`config.mk`:
```
export PLATFORM = sky130hd
export DESIGN_NAME = uart_host_rx
export DESIGN_NICKNAME = d
export VERILOG_FILES = /design/src/rtl/uart_host_rx.sv
export SDC_FILE = /design/constraint.sdc
export NUM_CORES = 1
export LEC_CHECK = 0
export BUFFER_PORTS_ARGS = -buffer_cell sky130_fd_sc_hd__buf_2
export CAP_MARGIN = 25
export CORE_MARGIN = 10
export CORE_UTILIZATION = 51
export CTS_CLUSTER_DIAMETER = 80
export DETAILED_ROUTE_END_ITERATION = 8
export PLACE_DENSITY_LB_ADDON = 0.15
export SLEW_MARGIN = 5
export SYNTH_ARGS = -nofsm -noshare
export SYNTH_HDL_FRONTEND = slang
export SYNTH_SLANG_ARGS = --single-unit
```
`constraint.sdc`:
```
create_clock -name clk -period 1.8 [get_ports clk]
set_input_delay 0 -clock clk [delete_from_list [all_inputs] [get_ports clk]]
set_output_delay 0 -clock clk [all_outputs]
set_load 0.03 [all_outputs]
```
`src/rtl/uart_host_rx.sv`:
```
// uart_host_rx: 8N1 UART receiver that acts as the host-side byte sink.
// It decodes serial frames into a single-entry holding register with a
// valid/ready handshake, and reports frame errors and overruns.
//
// Ports:
//   clk         in   system clock, rising edge
//   rst         in   asynchronous active-high reset
//   rx          in   serial line, idles high, asynchronous to clk
//   rx_data     out  [7:0] received byte, stable while rx_valid=1
//   rx_valid    out  holding register full
//   rx_ready    in   consumer accepts when rx_valid & rx_ready
//   frame_err   out  one-cycle pulse, stop bit sampled low
//   overrun     out  sticky, completed byte dropped (register was full)
//   overrun_clr in   clears overrun; a coincident overrun event wins
//   busy        out  receiver not in IDLE
//   parity_err  out  one-cycle pulse, parity mismatch (parity build only)
//
// Build option: define UART_HOST_RX_PARITY_EN to add a parity bit between
// the data and stop bits (PARITY_ODD selects odd parity) and the
// parity_err output.
module uart_host_rx #(
    parameter int unsigned CLK_FREQ   = 100000000,
    parameter int unsigned BAUD_RATE  = 115200,
    parameter int unsigned OVERSAMPLE = 16
`ifdef UART_HOST_RX_PARITY_EN
    ,
    parameter int unsigned PARITY_ODD = 0
`endif
) (
    input  logic       clk,
    input  logic       rst,
    input  logic       rx,
    output logic [7:0] rx_data,
    output logic       rx_valid,
    input  logic       rx_ready,
    output logic       frame_err,
    output logic       overrun,
    input  logic       overrun_clr,
`ifdef UART_HOST_RX_PARITY_EN
    output logic       parity_err,
`endif
    output logic       busy
);

    localparam int unsigned TICK_DIV_RAW = CLK_FREQ / (BAUD_RATE * OVERSAMPLE);
    localparam int unsigned TICK_DIV     = (TICK_DIV_RAW < 1) ? 1 : TICK_DIV_RAW;
    localparam int unsigned TW           = (TICK_DIV > 1) ? $clog2(TICK_DIV) : 1;
    localparam int unsigned CW           = $clog2(OVERSAMPLE);
    localparam logic [CW-1:0] HALF       = CW'(OVERSAMPLE / 2 - 1);
    localparam logic [CW-1:0] FULL       = CW'(OVERSAMPLE - 1);

    typedef enum logic [2:0] {
        S_IDLE,
        S_START,
        S_DATA,
`ifdef UART_HOST_RX_PARITY_EN
        S_PARITY,
`endif
        S_STOP,
        S_BREAK
    } state_t;

    state_t          r_state;
    state_t          w_next;
    logic            r_rx_meta;
    logic            r_rx_s;
    logic [TW-1:0]   r_tick_div;
    logic [CW-1:0]   r_tick_cnt;
    logic [2:0]      r_bit_idx;
    logic [7:0]      r_shift;
    logic [7:0]      r_data;
    logic            r_valid;
    logic            r_frame_err;
    logic            r_overrun;
    logic            w_tick;
    logic            w_bit_end;
    logic            w_busy;
    logic            w_shift_en;
    logic            w_stop_smp;
    logic            w_complete;
    logic            w_ferr;
    logic            w_par_bad;
`ifdef UART_HOST_RX_PARITY_EN
    logic            w_par_smp;
    logic            r_par_bad;
    logic            r_par_err;
`endif

    // Two-flop synchronizer; idles high so reset does not look like a start bit
    always_ff @(posedge clk or posedge rst) begin
        if (rst) begin
            r_rx_meta <= 1'b1;
            r_rx_s    <= 1'b1;
        end else begin
            r_rx_meta <= rx;
            r_rx_s    <= r_rx_meta;
        end
    end

    // Sample-tick divider: parked at 0 in IDLE so every frame starts phase-aligned
    assign w_tick    = (r_state != S_IDLE) && (r_tick_div == TW'(TICK_DIV - 1));
    assign w_bit_end = w_tick && (r_tick_cnt == FULL);

    always_ff @(posedge clk or posedge rst) begin
        if (rst) begin
            r_tick_div <= '0;
        end else if (r_state == S_IDLE || r_tick_div == TW'(TICK_DIV - 1)) begin
            r_tick_div <= '0;
        end else begin
            r_tick_div <= r_tick_div + TW'(1);
        end
    end

    // FSM state register
    always_ff @(posedge clk or posedge rst) begin
        if (rst) begin
            r_state <= S_IDLE;
        end else begin
            r_state <= w_next;
        end
    end

    // FSM next-state logic
    always_comb begin
        w_next = r_state;
        case (r_state)
            S_IDLE:   if (!r_rx_s) w_next = S_START;
            S_START:  if (w_tick && r_tick_cnt == HALF) w_next = r_rx_s ? S_IDLE : S_DATA;
`ifdef UART_HOST_RX_PARITY_EN
            S_DATA:   if (w_bit_end && r_bit_idx == 3'd7) w_next = S_PARITY;
            S_PARITY: if (w_bit_end) w_next = S_STOP;
`else
            S_DATA:   if (w_bit_end && r_bit_idx == 3'd7) w_next = S_STOP;
`endif
            S_STOP:   if (w_bit_end) w_next = r_rx_s ? S_IDLE : S_BREAK;
            S_BREAK:  if (r_rx_s) w_next = S_IDLE;
            default:  w_next = S_IDLE;
        endcase
    end

    // FSM outputs and sample strobes
    always_comb begin
        w_busy     = (r_state != S_IDLE);
        w_shift_en = 1'b0;
        w_stop_smp = 1'b0;
`ifdef UART_HOST_RX_PARITY_EN
        w_par_smp  = 1'b0;
`endif
        case (r_state)
            S_DATA:   w_shift_en = w_bit_end;
`ifdef UART_HOST_RX_PARITY_EN
            S_PARITY: w_par_smp  = w_bit_end;
`endif
            S_STOP:   w_stop_smp = w_bit_end;
            default:  ;
        endcase
    end

`ifdef UART_HOST_RX_PARITY_EN
    assign w_par_bad = r_par_bad;
`else
    assign w_par_bad = 1'b0;
`endif
    assign w_ferr     = w_stop_smp && !r_rx_s;
    assign w_complete = w_stop_smp && r_rx_s && !w_par_bad;

    // Tick-within-bit counter and bit index
    always_ff @(posedge clk or posedge rst) begin
        if (rst) begin
            r_tick_cnt <= '0;
            r_bit_idx  <= '0;
        end else begin
            case (r_state)
                S_IDLE, S_BREAK: r_tick_cnt <= '0;
                S_START: if (w_tick) r_tick_cnt <= (r_tick_cnt == HALF) ? '0 : r_tick_cnt + CW'(1);
                default: if (w_tick) r_tick_cnt <= (r_tick_cnt == FULL) ? '0 : r_tick_cnt + CW'(1);
            endcase
            if (r_state == S_START) begin
                r_bit_idx <= '0;
            end else if (w_shift_en) begin
                r_bit_idx <= r_bit_idx + 3'd1;
            end
        end
    end

    // Shift register (LSB first) and holding register / flags
    always_ff @(posedge clk or posedge rst) begin
        if (rst) begin
            r_shift     <= '0;
            r_data      <= '0;
            r_valid     <= 1'b0;
            r_frame_err <= 1'b0;
            r_overrun   <= 1'b0;
        end else begin
            if (w_shift_en) begin
                r_shift <= {r_rx_s, r_shift[7:1]};
            end
            if (w_complete && (!r_valid || rx_ready)) begin
                r_data  <= r_shift;
                r_valid <= 1'b1;
            end else if (r_valid && rx_ready) begin
                r_valid <= 1'b0;
            end
            // Set has priority over clear when both happen on the same edge
            if (w_complete && r_valid && !rx_ready) begin
                r_overrun <= 1'b1;
            end else if (overrun_clr) begin
                r_overrun <= 1'b0;
            end
            r_frame_err <= w_ferr;
        end
    end

`ifdef UART_HOST_RX_PARITY_EN
    always_ff @(posedge clk or posedge rst) begin
        if (rst) begin
            r_par_bad <= 1'b0;
            r_par_err <= 1'b0;
        end else begin
            if (w_par_smp) begin
                r_par_bad <= ((^r_shift) ^ r_rx_s) != PARITY_ODD[0];
            end
            r_par_err <= w_stop_smp && r_par_bad;
        end
    end
    assign parity_err = r_par_err;
`endif

    assign rx_data   = r_data;
    assign rx_valid  = r_valid;
    assign frame_err = r_frame_err;
    assign overrun   = r_overrun;
    assign busy      = w_busy;

endmodule
```
==> metrics.txt <==
clock-pin slew on the worst setup and hold paths 0.10 ns; slowest cell delay on critical path 0.40 ns; drt total wl 2.909 mm; critical path's top delay family simple AND/OR/NAND/NOR gates; Slew HR 69.86%; crit path launch r_tick_div[1]; first-pass GRT wire length 5.009 mm; TritonCTS buffer count 5; Iteration-0 DRC Markers 78; worst clock skew 0.01108 ns; Synth Cell Area 1658 µm²; Worst Hold Slack 0.3054 ns; clk sink count 37; IO Count 17; Max Transition Viols Final 0; VDD IR-drop max 493.4 µV; Die Area 5931 µm²; Initial Utilization 53.86%; CP max-delay cell dfrtp_1; Routed WL per cell 13.53 µm; Primary FF master, synth dfrtp_1; share of synthesized registers carrying an async set or reset 100.0%; Distinct cells, synth 34; # port buffers 16; final setup vio count 0; H-tree depth 2; Syn-to-layout area delta 19.02%; Root Buffer Master clkbuf_4; CP max FO 9; GRT Overall Usage 10.51%; top cells by count, synth 35 x dfrtp_1, 16 x mux2_2, 15 x nor2_1; synthesis-stage register bit count 37; worst path required time 2.03 ns; core area 3078 µm²; Max-cap violations 0; Period minus WS final 1.714 ns; Syn Nets 146; EDFF count, synth 0; RR Startpoint r_tick_div[1]; fin nets 181; Fill cells 234; post-synthesis cell type with the largest combined area dfrtp_1; critical path class reg -> reg; DR vias 1093; WP data arrival 1.94 ns; dpl ws 0.004141 ns; CTS Buffer Depth 2; status completed; site row count 20; Post-Synthesis Cells 136; Detail Route Antenna Nets 0; fmax 583.3 MHz; Cell Chain, Critical Path inv_1, ha_2, nand4_4, nor4_4, buf_12, mux2_2; drt drc 0; Die X 77.02 µm; post-synthesis sequential area ratio 56.00%; Hold Crit Class in -> async; Clock Latency Late Sink 0.34 ns; Fin. Hold Viols 0; initial antenna violation count 0; period utilisation layout 95.24%; pwr/cell area 665.9 nW/µm²; RSZ-0062 raised after global routing yes; fin worst setup slack 0.08567 ns; CP Capture Type flip-flop; HPWL Detailed 2.066 mm; leak pwr 0.0009481 µW; Synth area leaders dfrtp_1 53%, mux2_2 11%, ha_1 3.8%; most frequent cell after synthesis dfrtp_1; Ant. Diodes 0; vias per cell 5.084; worst slew pin tran 0.4521 ns; layout cells sized above 1 35.09%; largest net degree at the start of global routing 38; Ys Warns 0; GRT overflow 0; post-route setup TNS 0 ns; Die Span Y 77.02 µm; vias in the first global route 1068; Final Wtd Congestion 0.8145; CP startpoint kind flip-flop; Bufs and invs on worst path 2; DR pass1 iterations 4; Avg Inst Size Synth 12.19 µm²; share of the synthesized area in the top cell type 52.83%; CTS tree yes
what timing repair did:
item / 4_1_cts / 5_1_grt
gates cloned: 0 / 0
setup buffers: 0 / 3
pin swaps: 1 / 1
setup endpoints to repair: 5 / 16
gates resized for setup: 0 / 1
hold buffers: 4 / 0
endpoints found under the hold margin: 38 / 0
layout by cell type (no fill, tap or decap), types with 5 or more instances in the layout:
master and instances:
dfrtp_1 35, nand2_1 13, buf_4 11, clkbuf_4 5
nor2_1 15, mux2_2 16, buf_2 16
state kept, by name, summed over array words and instances (netlist names), 3 cells and up:
name,count
r_bit_idx,3
r_tick_cnt,4
rx_data,8
r_tick_div,6
r_shift,8
r_state,3
logic make-up after synthesis:
kind of cell / synth area share, %
AND/OR/NAND/NOR: 17.89
AO/OA/AOI/OAI: 5.585
adder cells (fa/ha/maj): 3.774
flip-flops: 56.00
multiplexers: 11.47
buffers and inverters: 2.112
XOR/XNOR: 3.170
power by group:
part           internal [µW]  leakage, µW  switching (µW)
Sequential               835     0.000495            3.09
Clock                    183    0.0000303             265
Combinational           10.9     0.000422            17.5
cell type report:
class | count | area, µm² | share of cell area (%)
Sequential cell | 37 | 928.4 | 47.05
Multi-Input combinational cell | 92 | 696.9 | 35.32
Timing Repair Buffer | 32 | 222.7 | 11.29
Tap cell | 44 | 55.05 | 2.790
Clock buffer | 6 | 51.30 | 2.600
Inverter | 3 | 11.26 | 0.5707
Clock inverter | 1 | 7.507 | 0.3805
worst reg2reg max path, delay by kind of cell, from the launching register on:
kind                     cells  cell delay (ns)
buffers and inverters        2             0.23
flip-flops                   1             0.40
multiplexers                 1             0.33
adder cells (fa/ha/maj)      1             0.18
AND/OR/NAND/NOR              2             0.48
stage by stage:
stage,cell area [µm²],utilization [%],std cells,power [µW]
finish,1973,64.11,215,1314
floorplan,1658,-,136,866.5
global placement,1849,60.08,201,876.9
global route,1973,64.11,215,1370
CTS,1948,63.29,212,1334
detailed placement,1849,60.08,201,877.7
final timing paths:
| check | end | slack (ns) | cells past startpoint |
|---|---|---|---|
| max | r_shift[7] | 0.09 | 6 |
| min | r_bit_idx[0] | 0.31 | 4 |
| max reg2reg | r_shift[7] | 0.09 | 6 |
| min reg2reg | r_rx_s | 0.36 | 0 |
| max in group asynchronous | r_rx_meta | 1.14 | 4 |
| min in group clk | r_rx_meta | 0.31 | 2 |
routing by layer:
metal / vias to the layer above / share of wire (%) / track usage (%)
met5: - / 0 / 0
met4: 0 / 1.8 / 4.380
met3: 8 / 5.1 / 4.895
met2: 20 / 48 / 15.94
met1: 522 / 45 / 12.53
li1: 543 / - / -
Note: power is estimated with default switching activity, not from simulation.
